`config.mk`:
```
export PLATFORM = sky130hd
export DESIGN_NAME = imem_boot_loader
export DESIGN_NICKNAME = d
export VERILOG_FILES = /design/src/rtl/imem_pkg.sv /design/src/rtl/loader_timeout_ctr.sv /design/src/rtl/imem_boot_loader.sv
export SDC_FILE = /design/constraint.sdc
export NUM_CORES = 1
export LEC_CHECK = 0
export BUFFER_PORTS_ARGS = -buffer_cell sky130_fd_sc_hd__buf_2
export CELL_PAD_IN_SITES_DETAIL_PLACEMENT = 1
export CELL_PAD_IN_SITES_GLOBAL_PLACEMENT = 1
export CORE_ASPECT_RATIO = 0.6
export CORE_MARGIN = 1
export CORE_UTILIZATION = 46
export CTS_CLUSTER_SIZE = 16
export DETAILED_ROUTE_END_ITERATION = 7
export PLACE_DENSITY = 0.81
export SLEW_MARGIN = 10
export SYNTH_ARGS = -nofsm -noshare
export SYNTH_HDL_FRONTEND = slang
export SYNTH_SLANG_ARGS = --single-unit
```
`constraint.sdc`:
```
create_clock -name clk -period 5.2 [get_ports clk]
set_input_delay 1.04 -clock clk [delete_from_list [all_inputs] [get_ports clk]]
set_output_delay 1.04 -clock clk [all_outputs]
set_load 0.05 [all_outputs]
```
`src/rtl/imem_pkg.sv`:
```
// Shared constants, loader state encoding and instruction packing for the
// instruction-memory boot loader and its testbench.
package imem_pkg;

  localparam int          ADDR_W      = 12;
  localparam int          INSTR_W     = 19;
  localparam logic [7:0]  SYNC_BYTE   = 8'hA5;
  localparam int          TIMEOUT_CYC = 1024;
  localparam int          MAX_WORDS   = 1 << ADDR_W;

  typedef enum logic [3:0] {
    ST_IDLE,
    ST_CNT_LO,
    ST_CNT_HI,
    ST_ADDR_LO,
    ST_ADDR_HI,
    ST_B0,
    ST_B1,
    ST_B2,
    ST_CSUM
  } loader_state_t;

  // Three stream bytes, little-endian, into one instruction word.
  function automatic logic [INSTR_W-1:0] pack_instr(input logic [7:0] b0,
                                                    input logic [7:0] b1,
                                                    input logic [7:0] b2);
    return {b2[2:0], b1, b0};
  endfunction

endpackage

```
`src/rtl/loader_timeout_ctr.sv`:
```
// Inter-byte timeout: counts idle cycles while enabled, saturates at LIMIT
// and raises tc there; clear or disable returns it to zero.
module loader_timeout_ctr #(
  parameter int LIMIT = 1024
) (
  input  logic clk,
  input  logic rst,
  input  logic clr,
  input  logic en,
  output logic tc
);

  localparam int W = $clog2(LIMIT + 1);

  logic [W-1:0] cnt;

  assign tc = (cnt == W'(LIMIT));

  always_ff @(posedge clk or posedge rst) begin
    if (rst)
      cnt <= '0;
    else if (clr || !en)
      cnt <= '0;
    else if (!tc)
      cnt <= cnt + 1'b1;
  end

endmodule

```
`src/rtl/imem_boot_loader.sv`:
```
// Framed byte-stream program loader for the instruction memory; owns the
// memory address port while the core is held, then hands it to cpu_pc.
//
// state    | meaning
// IDLE     | waiting for SYNC, other bytes dropped
// CNT_LO/HI| word count, range-checked on the high byte
// ADDR_LO/HI| base load address
// B0/B1/B2 | instruction bytes, write issued after B2
// CSUM     | compare running XOR, then back to IDLE
module imem_boot_loader
  import imem_pkg::*;
(
  input  logic               clk,
  input  logic               rst,
  input  logic [7:0]         rx_data,
  input  logic               rx_valid,
  output logic               rx_ready,
  input  logic [ADDR_W-1:0]  cpu_pc,
  output logic [ADDR_W-1:0]  mem_addr,
  output logic               mem_we,
  output logic [INSTR_W-1:0] mem_wdata,
  output logic               cpu_hold,
  output logic               load_done,
  output logic               load_error,
  output logic [ADDR_W:0]    words_loaded
);

  loader_state_t     state;
  logic [7:0]        cnt_lo;
  logic [7:0]        addr_lo;
  logic [ADDR_W:0]   remaining;
  logic [ADDR_W-1:0] load_addr;
  logic [7:0]        b0;
  logic [7:0]        b1;
  logic [7:0]        csum;
  logic              accept;
  logic              timeout;
  logic [ADDR_W:0]   count_field;

  assign rx_ready    = ~rst;
  assign accept      = rx_valid & rx_ready;
  assign count_field = {rx_data[4:0], cnt_lo};
  assign mem_addr    = cpu_hold ? load_addr : cpu_pc;

  loader_timeout_ctr #(.LIMIT(TIMEOUT_CYC)) u_timeout (
    .clk (clk),
    .rst (rst),
    .clr (accept),
    .en  (state != ST_IDLE),
    .tc  (timeout)
  );

  always_ff @(posedge clk or posedge rst) begin
    if (rst) begin
      state        <= ST_IDLE;
      cnt_lo       <= '0;
      addr_lo      <= '0;
      remaining    <= '0;
      load_addr    <= '0;
      b0           <= '0;
      b1           <= '0;
      csum         <= '0;
      mem_we       <= 1'b0;
      mem_wdata    <= '0;
      cpu_hold     <= 1'b1;
      load_done    <= 1'b0;
      load_error   <= 1'b0;
      words_loaded <= '0;
    end else begin
      mem_we <= 1'b0;
      // Address advance trails the write pulse so the in-flight write keeps its address.
      if (mem_we) begin
        load_addr    <= load_addr + 1'b1;
        words_loaded <= words_loaded + 1'b1;
      end

      if (accept) begin
        if (state != ST_IDLE && state != ST_CSUM)
          csum <= csum ^ rx_data;

        unique case (state)
          ST_IDLE: begin
            if (rx_data == SYNC_BYTE) begin
              state        <= ST_CNT_LO;
              load_done    <= 1'b0;
              load_error   <= 1'b0;
              words_loaded <= '0;
              cpu_hold     <= 1'b1;
              csum         <= '0;
            end
          end
          ST_CNT_LO: begin
            cnt_lo <= rx_data;
            state  <= ST_CNT_HI;
          end
          ST_CNT_HI: begin
            if (rx_data[7:5] != 3'b000 || count_field > (ADDR_W+1)'(MAX_WORDS)) begin
              state      <= ST_IDLE;
              load_error <= 1'b1;
            end else begin
              remaining <= count_field;
              state     <= ST_ADDR_LO;
            end
          end
          ST_ADDR_LO: begin
            addr_lo <= rx_data;
            state   <= ST_ADDR_HI;
          end
          ST_ADDR_HI: begin
            load_addr <= {rx_data[ADDR_W-9:0], addr_lo};
            state     <= (remaining == '0) ? ST_CSUM : ST_B0;
          end
          ST_B0: begin
            b0    <= rx_data;
            state <= ST_B1;
          end
          ST_B1: begin
            b1    <= rx_data;
            state <= ST_B2;
          end
          ST_B2: begin
            if (rx_data[7:3] != 5'b00000) begin
              state      <= ST_IDLE;
              load_error <= 1'b1;
            end else begin
              mem_we    <= 1'b1;
              mem_wdata <= pack_instr(b0, b1, rx_data);
              remaining <= remaining - 1'b1;
              state     <= (remaining == (ADDR_W+1)'(1)) ? ST_CSUM : ST_B0;
            end
          end
          ST_CSUM: begin
            if (rx_data == csum) begin
              load_done <= 1'b1;
              cpu_hold  <= 1'b0;
            end else begin
              load_error <= 1'b1;
            end
            state <= ST_IDLE;
          end
          default: state <= ST_IDLE;
        endcase
      end else if (timeout) begin
        state      <= ST_IDLE;
        load_error <= 1'b1;
      end
    end
  end

endmodule

```
==> flow_summary_export.csv, run 1 <==
group,metric,value,unit
global_route,grt_pass1_vias,4691,
power_and_ir_drop,cellPowerDensity,462,mW/mm²
timing,final_max_slew_viol_count,0,
finish,diodes,0,
floorplan,initial_core_util,0.473,
placed_design,port_buffers,71,
power_and_ir_drop,p_total,3.14,mW
synthesis,synth_area_leaders,"dfrtp_1 50%, mux2_2 12%, xor2_1 4.1%",
placed_design,place_hpwl,10200,µm
clocking,ctsResizeCount,0,
floorplan,chipHeight,88.4,µm
setup_path,crit_top_cell,"buf_2",
floorplan,pin_count,72,
drt,remaining_drc_errors,0,
finish,multi_input_area,0.00267,mm²
finish,nets,631,
timing,setup_viol,0,
global_route,grt_pass1_wl,25200,µm
hold_path,hold_path_class,"reg2reg",
synthesis,ys_seq_elements,116,
setup_path,crit_chain,"buf_2, inv_4, buf_2",
synthesis,synth_seq_area_share,0.507,
drt,drt_iter0_drc,179,
floorplan,fp-row-count,31,
synthesis,syn_area,0.00573,mm²
status,outcome,"finished, final reports clean",
clocking,cts_setup_buffers,0,
synthesis,synth_nets,566,
timing,fin_ws,2.01,ns
clocking,numCtsBuffers,17,
floorplan,core-area,0.0121,mm²
timing,period_needed,3.19,ns
setup_path,crit_arrival,2.15,ns
finish,instances_no_fill,779,
clocking,clk_pin_slew,0.06,ns
finish,area_growth,18.6,%
global_route,grt_use_met2,0.421,
finish,regArea,0.00290,mm²
drt,wire_per_inst,19.8,µm
setup_path,cp.required,4.16,ns
floorplan,die_area,0.0129,mm²
synthesis,netlist_instances,536,
synthesis,synth-edff-count,0,
global_route,antenna_found_initial,0,
power_and_ir_drop,p_leak,2.97,nW
power_and_ir_drop,irDropWorstVdd,216,µV
drt,vias_per_cell,5.67,
finish,fillers,1317,
global_route,met3_usage,0.0716,
setup_path,cp_max_fo,60,
clocking,clock-sinks,116,
timing,worst-slew-pin-transition,1.07,ns
synthesis,synthTopCellsByCount,"115 x dfrtp_1, 63 x mux2_2, 51 x nor2_1",
finish,layout-drive-gt1-share,0.295,
global_route,met1_usage,0.345,
setup_path,crit_family,"buffers and inverters",
synthesis,synth_most_common_cell,"dfrtp_1",
timing,clock.fmax,313,MHz
setup_path,cp-start-kind,"primary input",
clocking,clkLatencyLatePin,0.41,ns
drt,vias,4418,
clocking,cts.path.max_buffers,2,
clocking,cts_tree,"done",
synthesis,synth_top_area_share,0.503,
global_route,grt_max_degree,61,
global_route,gr-total-overflow,0,
timing,hold_viol,0,
setup_path,cpMaxStageDelayCell,"inv_4",
synthesis,ys_warn_count,0,
drt,antenna_left,0,
global_route,grt.busiest_layer,"met2",
synthesis,ys.flop_type,"dfrtp_1",
synthesis,yosysUniqueCellTypes,51,
global_route,track_usage,0.256,
timing,rsz0062_at_grt,"false",
synthesis,yosysTopAreaCell,"dfrtp_1",
timing,timing.hold.ws,0.493,ns
synthesis,synth_async_sr_flop_share,1.00,
clocking,clock-root-buffer,"clkbuf_16",
flow_run,maxCapViolCount,0,
timing,fin_skew,0.00840,ns
timing,tns,0,ns
floorplan,dieWidth,146,µm
setup_path,critPathCaptureType,"output pin",
setup_path,critical_path_class,"in2out",
clocking,ctsHtreeMaxLevel,4,
setup_path,worst-path-buf-inv,3,
drt,drtPass1Iterations,4,
timing,relSlewSlack,0.279,
timing,period_share,0.614,
placed_design,place_ws,1.94,ns
drt,wl,15400,µm
setup_path,slowest_delay,0.55,ns
synthesis,synth.avg_cell_area,10.7,µm²
placed_design,dp.cells,747,
clocking,postCtsHoldBufs,0,
placed_design,gp_congestion,0.846,
==> flip-flops by register name (all words and copies together), names as in the netlist <==
signal,cells
cpu_hold,1
u_timeout.cnt,11
remaining,13
state,4
b0,8
mem_wdata,19
words_loaded,13
mem_we,1
b1,8
csum,8
load_addr,12
cnt_lo,8
addr_lo,8
load_error,1
load_done,1
==> kinds of logic after synthesis <==
group | after synthesis | synth area share
xor+xnor | 47 | 0.0719
fa+ha+maj | 7 | 0.0153
flops | 116 | 0.507
buf+inv | 37 | 0.0291
compound gates | 77 | 0.0885
simple gates | 187 | 0.161
mux | 65 | 0.127
==> layout by cell type (no fill, tap or decap), types with 3 or more instances in the layout <==
cell type     n
xor2_1       27
and2_1        3
a21o_1        5
buf_4         4
o21ai_1       5
nand2_1      48
ha_1          7
o2bb2ai_1     5
nor2b_1       5
clkinvlp_4    6
a21oi_1      17
clkbuf_16    17
nor2_1       50
buf_2        71
and3_1        5
nor4_1       10
a22oi_1       6
mux2_2       63
nand4_1      14
nand3_1      18
o21ai_0      25
inv_1         7
nor3b_1       3
nor3_1       12
dfrtp_1     115
xnor2_1      20
inv_6         3
and4_1        4
nand2b_1      3
==> worst paths after layout <==
check / from / end / slack, ns / cells past startpoint
worst min-delay path: addr_lo[7]$_DFFE_PP0P_ / load_addr[7]$_DFF_PP0_ / 0.49 / 2
worst min register to register: addr_lo[7]$_DFFE_PP0P_ / load_addr[7]$_DFF_PP0_ / 0.49 / 2
worst max register to register: state[3]$_DFFE_PP0P_ / load_addr[8]$_DFF_PP0_ / 2.74 / 4
worst max-delay path: rst / rx_ready / 2.01 / 3
min in group asynchronous: rst / u_timeout.cnt[7]$_DFFE_PP0P_ / 0.79 / 2
max in group asynchronous: rst / state[1]$_DFFE_PP0P_ / 3.13 / 3
==> final cells by class <==
| cell class | count | area share |
|---|---|---|
| Sequential cell | 116 | 0.428 |
| Multi-Input combinational cell | 383 | 0.393 |
| Clock buffer | 18 | 0.0647 |
| Timing Repair Buffer | 75 | 0.0567 |
| Tap cell | 165 | 0.0304 |
| Clock inverter | 14 | 0.0227 |
| Inverter | 8 | 0.00479 |
==> where the power goes <==
part	switching, mW	internal (mW)
registers	0.208	1.10
clock network	0.438	0.722
logic	0.394	0.277
==> worst reg2reg max path, cell delays in order, from the launching register on <==
cell and delay (ns):
dfrtp_1 0.53, nor3b_1 0.56, nand2_1 0.19, nor2_2 0.70, o21ai_0 0.30
==> per-layer routing <==
metal / wire, µm / part of all wire
met3: 847 / 0.055
met5: 0 / 0
met2: 7380 / 0.48
met4: 124 / 0.0080
met1: 7080 / 0.46
==> through the flow <==
stage,utilization,cell area (µm²)
4_1_cts,0.561,6790
6_report,0.561,6790
3_3_place_gp,0.512,6200
2_1_floorplan,-,5730
5_1_grt,0.561,6790
3_5_place_dp,0.512,6200
(Power assumes the default switching activity.)
==> run 2, diff against run 1 <==
--- a/config.mk
+++ b/config.mk
@@ -10,10 +10,10 @@
 export CELL_PAD_IN_SITES_GLOBAL_PLACEMENT = 1
 export CORE_ASPECT_RATIO = 0.6
 export CORE_MARGIN = 1
-export CORE_UTILIZATION = 46
+export CORE_UTILIZATION = 41
 export CTS_CLUSTER_SIZE = 16
 export DETAILED_ROUTE_END_ITERATION = 7
-export PLACE_DENSITY = 0.81
+export PLACE_DENSITY = 0.76
 export SLEW_MARGIN = 10
 export SYNTH_ARGS = -nofsm -noshare
 export SYNTH_HDL_FRONTEND = slang
==> constraint.sdc (replaced) <==
create_clock -name clk -period 2.79 [get_ports clk]
set_input_delay 0.558 -clock clk [delete_from_list [all_inputs] [get_ports clk]]
set_output_delay 0.558 -clock clk [all_outputs]
set_load 0.05 [all_outputs]
==> flow_summary_export.csv, run 2 (synthesized netlist as in run 1, its figures left out) <==
group,metric,value,unit
status,outcome,"finished, final reports clean",
clocking,clkLatencyLatePin,0.42,ns
floorplan,chipHeight,93.5,µm
finish,area_growth,21.1,%
clocking,ctsHtreeMaxLevel,4,
clocking,postCtsHoldBufs,0,
timing,fin_skew,0.00758,ns
global_route,met3_usage,0.0616,
clocking,cts_setup_buffers,0,
setup_path,critical_path_class,"reg2out",
placed_design,port_buffers,71,
finish,largestRegisters,"mem_wdata x19, remaining x13, words_loaded x13",
clocking,clk_pin_slew,0.06,ns
global_route,grt_use_met2,0.361,
global_route,grt_pass1_vias,4823,
drt,wire_per_inst,20.0,µm
global_route,gr-total-overflow,0,
timing,rsz0062_at_grt,"false",
power_and_ir_drop,p_leak,3.06,nW
timing,clock.fmax,428,MHz
power_and_ir_drop,p_total,5.96,mW
setup_path,r2r_cells,5,
flow_run,maxCapViolCount,0,
clocking,cts_tree,"done",
setup_path,r2r-start,"state[1]$_DFFE_PP0P_",
setup_path,crit_arrival,1.78,ns
finish,fillers,1487,
drt,remaining_drc_errors,0,
setup_path,cp.required,2.23,ns
finish,layout-drive-gt1-share,0.307,
setup_path,cp_max_fo,14,
global_route,antenna_found_initial,0,
timing,relSlewSlack,0.559,
finish,regArea,0.00290,mm²
placed_design,place_hpwl,10500,µm
floorplan,die_area,0.0145,mm²
drt,drt_iter0_drc,246,
timing,setup_viol,0,
clocking,ctsResizeCount,0,
setup_path,cp-start-kind,"flop",
timing,hold_viol,0,
floorplan,core-area,0.0136,mm²
drt,wl,16000,µm
global_route,grt.busiest_layer,"met2",
placed_design,gp_congestion,0.847,
power_and_ir_drop,irDropWorstVdd,416,µV
setup_path,r2r_slack,0.50,ns
clocking,clock-sinks,116,
power_and_ir_drop,cellPowerDensity,859,mW/mm²
finish,fin_area,0.00694,mm²
finish,nets,645,
setup_path,reg2reg_to,"remaining[10]$_DFFE_PP0P_",
finish,mostFrequentLayoutCells,"115 x dfrtp_1, 71 x buf_2, 63 x mux2_2",
timing,period_share,0.837,
timing,worst-slew-pin-transition,0.655,ns
timing,final_max_slew_viol_count,0,
finish,top_register,"mem_wdata",
global_route,grt_max_degree,117,
drt,vias,4502,
global_route,track_usage,0.242,
setup_path,critPathCaptureType,"output pin",
drt,drtPass1Iterations,4,
drt,vias_per_cell,5.61,
floorplan,initial_core_util,0.420,
setup_path,crit_path_end,"mem_addr[0]",
timing,period_needed,2.34,ns
placed_design,place_area,0.00634,mm²
finish,diodes,0,
finish,final_common_cell,"dfrtp_1",
drt,antenna_left,0,
clocking,numCtsBuffers,17,
finish,multi_input_area,0.00267,mm²
clocking,cts.path.max_buffers,2,
global_route,met1_usage,0.340,
floorplan,pin_count,72,
clocking,clock-root-buffer,"clkbuf_16",
floorplan,dieWidth,155,µm
global_route,grt_pass1_wl,26500,µm
setup_path,cp-startpoint,"cpu_hold$_DFFE_PP1P_",
hold_path,hold_path_class,"in2async",
timing,tns,0,ns
floorplan,fp-row-count,33,
finish,largest_reg_flops,19,
## run 2: per-stage QoR
| stage | setup slack (ns) | util | hold WS, ns | std cells |
|---|---|---|---|---|
| 6_report | 0.454 | 0.509 | 0.450 | 803 |
| 4_1_cts | 0.421 | 0.509 | 0.478 | 803 |
| 5_1_grt | 0.285 | 0.509 | 0.505 | 803 |
| 3_3_place_gp | 0.347 | 0.465 | 0.465 | 771 |
| 2_1_floorplan | 0.0902 | - | 0.446 | 536 |
| 3_5_place_dp | 0.322 | 0.465 | 0.478 | 771 |
## run 2: report_power, final
group          switching [mW]  internal, mW  total, mW
Combinational           0.740         0.541       1.28
Clock                   0.891          1.34       2.23
Sequential              0.402          2.04       2.44
Total                    2.03          3.92       5.96
## run 2: how the worst min path moves through the flow
stage                                          end  cells past startpoint
after floorplan             load_addr[0]$_DFF_PP0_                      2
after global placement      load_addr[2]$_DFF_PP0_                      2
after CTS                 remaining[9]$_DFFE_PP0P_                      3
after detailed placement    load_addr[6]$_DFF_PP0_                      2
final                        cnt_lo[2]$_DFFE_PP0P_                      3
after global routing        load_addr[8]$_DFF_PP0_                      3
## run 2: routing by layer
metal	up-vias	wire length [µm]
li1	2056	-
met3	18	743
met1	2322	7830
met5	-	0
met2	106	7260
met4	0	196
## run 2: layout make-up
class | instances | share of cell area
Sequential cell | 116 | 0.419
Clock inverter | 14 | 0.0240
Inverter | 8 | 0.00487
Timing Repair Buffer | 89 | 0.0743
Multi-Input combinational cell | 383 | 0.385
Tap cell | 175 | 0.0316
Clock buffer | 18 | 0.0619
## run 2: critical path, cell delays in order (launching register included)
cell and delay [ns]:
dfstp_2 0.73, mux2_2 0.40, buf_2 0.22
==> run 3, diff against run 2 <==
--- a/config.mk
+++ b/config.mk
@@ -5,15 +5,16 @@
 export SDC_FILE = /design/constraint.sdc
 export NUM_CORES = 1
 export LEC_CHECK = 0
+export ABC_AREA = 1
 export BUFFER_PORTS_ARGS = -buffer_cell sky130_fd_sc_hd__buf_2
 export CELL_PAD_IN_SITES_DETAIL_PLACEMENT = 1
 export CELL_PAD_IN_SITES_GLOBAL_PLACEMENT = 1
 export CORE_ASPECT_RATIO = 0.6
 export CORE_MARGIN = 1
-export CORE_UTILIZATION = 41
+export CORE_UTILIZATION = 39
 export CTS_CLUSTER_SIZE = 16
 export DETAILED_ROUTE_END_ITERATION = 7
-export PLACE_DENSITY = 0.76
+export PLACE_DENSITY = 0.77
 export SLEW_MARGIN = 10
 export SYNTH_ARGS = -nofsm -noshare
 export SYNTH_HDL_FRONTEND = slang
==> constraint.sdc (replaced) <==
create_clock -name clk -period 2.1 [get_ports clk]
set_input_delay 0.42 -clock clk [delete_from_list [all_inputs] [get_ports clk]]
set_output_delay 0.42 -clock clk [all_outputs]
set_load 0.05 [all_outputs]
==> flow_summary_export.csv, run 3 <==
group,metric,value,unit
floorplan,die_area,0.0157,mm²
floorplan,fp-row-count,34,
timing,tns,-0.118,ns
synthesis,synth_seq_area_share,0.491,
setup_path,cp-startpoint,"cpu_hold$_DFFE_PP1P_",
finish,area_growth,26.5,%
clocking,clock-root-buffer,"clkbuf_16",
timing,fin_skew,0.0116,ns
clocking,clkLatencyLatePin,0.43,ns
synthesis,ys_seq_elements,116,
finish,largest_reg_flops,19,
setup_path,crit_arrival,1.71,ns
synthesis,yosysTopAreaCell,"dfrtp_1",
finish,top_register,"mem_wdata",
synthesis,netlist_instances,740,
timing,clock.fmax,470,MHz
global_route,track_usage,0.252,
drt,vias,5436,
floorplan,initial_core_util,0.404,
setup_path,critPathCaptureType,"output pin",
clocking,clock-sinks,116,
synthesis,syn_area,0.00592,mm²
timing,rsz0062_at_grt,"true",
power_and_ir_drop,p_total,8.55,mW
timing,setup_viol,7,
placed_design,place_ws,0.169,ns
floorplan,dieWidth,161,µm
power_and_ir_drop,p_leak,3.76,nW
setup_path,cp.required,1.68,ns
clocking,ctsHtreeMaxLevel,4,
finish,diodes,0,
global_route,antenna_found_initial,1,
finish,layout-drive-gt1-share,0.208,
floorplan,core-area,0.0146,mm²
synthesis,synth_most_common_cell,"nand2_1",
synthesis,synth_area_leaders,"dfrtp_1 49%, nand2_1 15%, nor2_1 5.0%",
synthesis,synth.avg_cell_area,7.99,µm²
setup_path,r2r-start,"state[2]$_DFFE_PP0P_",
synthesis,synth_nets,770,
status,outcome,"complete, but fails checks",
global_route,grt_pass1_wl,30300,µm
timing,period_share,1.01,
global_route,gr-total-overflow,0,
drt,wire_per_inst,17.8,µm
hold_path,hold_path_class,"in2reg",
placed_design,place_area,0.00661,mm²
placed_design,port_buffers,71,
synthesis,synthTopCellsByCount,"236 x nand2_1, 115 x dfrtp_1, 79 x nor2_1",
clocking,cts_tree,"done",
setup_path,critical_path_class,"reg2out",
placed_design,gp_congestion,0.853,
timing,relSlewSlack,0.583,
timing,period_needed,2.13,ns
drt,antenna_left,0,
clocking,clk_pin_slew,0.06,ns
flow_run,maxCapViolCount,0,
drt,remaining_drc_errors,0,
power_and_ir_drop,irDropWorstVdd,578,µV
drt,wl,18600,µm
synthesis,synth_async_sr_flop_share,1.00,
finish,final_core_util,0.511,
synthesis,yosysUniqueCellTypes,39,
synthesis,synth_top_area_share,0.486,
timing,worst-slew-pin-transition,0.626,ns
setup_path,cp_max_fo,4,
floorplan,pin_count,72,
power_and_ir_drop,cellPowerDensity,1140,mW/mm²
global_route,grt_max_degree,117,
global_route,grt_pass1_vias,5783,
synthesis,ys.flop_type,"dfrtp_1",
timing,final_max_slew_viol_count,0,
finish,fin_area,0.00748,mm²
finish,fillers,1786,
floorplan,chipHeight,97.4,µm
clocking,postCtsHoldBufs,0,
setup_path,cp-start-kind,"flop",
timing,hold_viol,0,
clocking,cts.path.max_buffers,2,
drt,drt_iter0_drc,314,
finish,mostFrequentLayoutCells,"235 x nand2_1, 115 x dfrtp_1, 73 x nor2_1",
drt,drtPass1Iterations,7,
finish,largestRegisters,"mem_wdata x19, remaining x13, words_loaded x13",
drt,vias_per_cell,5.20,
clocking,numCtsBuffers,17,
synthesis,synth-edff-count,0,
timing,fin_ws,-0.0296,ns
status,violations,"setup timing",
hold_path,hold_start,"rx_data[1]",
placed_design,place_hpwl,12500,µm
synthesis,ys_warn_count,0,
finish,final_common_cell,"nand2_1",
finish,nets,864,
[run 3: cell types whose count changed after synthesis, moves of 18 or more]
cell     change
nand3_1     +18
nor2_1      +28
a21oi_1     +20
inv_1       +55
nand2_1    +188
mux2_2      -55
o21ai_0     +26
[run 3: worst paths after layout]
path,to,slack (ns),depth (start not counted)
setup reg to reg,remaining[12]$_DFFE_PP0P_,0.13,8
max in group asynchronous,cnt_lo[4]$_DFFE_PP0P_,1.24,4
setup / recovery,mem_addr[9],-0.03,3
min in group asynchronous,words_loaded[9]$_DFF_PP0_,0.39,4
hold / removal,load_addr[9]$_DFF_PP0_,0.30,3
hold reg to reg,mem_wdata[8]$_DFFE_PP0P_,0.48,2
[run 3: layout make-up]
class	instances	area (µm²)	area share
clock buffer	18	429	0.0573
tap	198	248	0.0331
sequential	116	2910	0.389
multi-input combinational	537	2750	0.367
clock inverter	14	200	0.0268
inverter	68	262	0.0349
timing repair buffer	94	688	0.0920
[run 3: per-layer routing]
layer | wire length [µm] | vias to the layer above | track usage | share of wire
met1 | 8810 | 2712 | 0.340 | 0.47
met2 | 8460 | 113 | 0.395 | 0.45
met5 | 10 | - | 0 | 0.00054
met3 | 913 | 36 | 0.0542 | 0.049
met4 | 422 | 2 | 0.101 | 0.023
li1 | - | 2573 | - | -
[run 3: what timing repair did]
action / CTS / global route
buffers inserted: 6 / 0
hold endpoints to repair: 0 / 0
gates resized for setup: 41 / 15
setup endpoints to repair: 12 / 15
[run 3: critical path, cell delays in order, from the launching register on]
cell and delay (ns):
dfstp_4 0.64, buf_8 0.14, mux2_2 0.35, buf_6 0.15
[run 3: where the power goes]
group	total, mW	switching, mW	leakage, nW	internal [mW]
clock network	3.15	1.15	0.298	2.00
logic	2.14	1.40	2.02	0.741
registers	3.26	0.500	1.45	2.76
total	8.55	3.05	3.76	5.50
[run 3: kinds of logic after synthesis]
group | Yosys count | synth area share
buffers and inverters | 87 | 0.0637
flip-flops | 116 | 0.491
adder cells (fa/ha/maj) | 7 | 0.0148
multiplexers | 8 | 0.0152
AND/OR/NAND/NOR | 390 | 0.277
XOR/XNOR | 23 | 0.0341
AO/OA/AOI/OAI | 109 | 0.104
[run 3: through the flow]
| step | hold slack [ns] | cells |
|---|---|---|
| 6_report | 0.305 | 1045 |
| 5_1_grt | 0.317 | 1045 |
| 4_1_cts | 0.295 | 1045 |
| 3_5_place_dp | 0.470 | 1007 |
| 3_3_place_gp | 0.458 | 1007 |
| 2_1_floorplan | 0.442 | 740 |
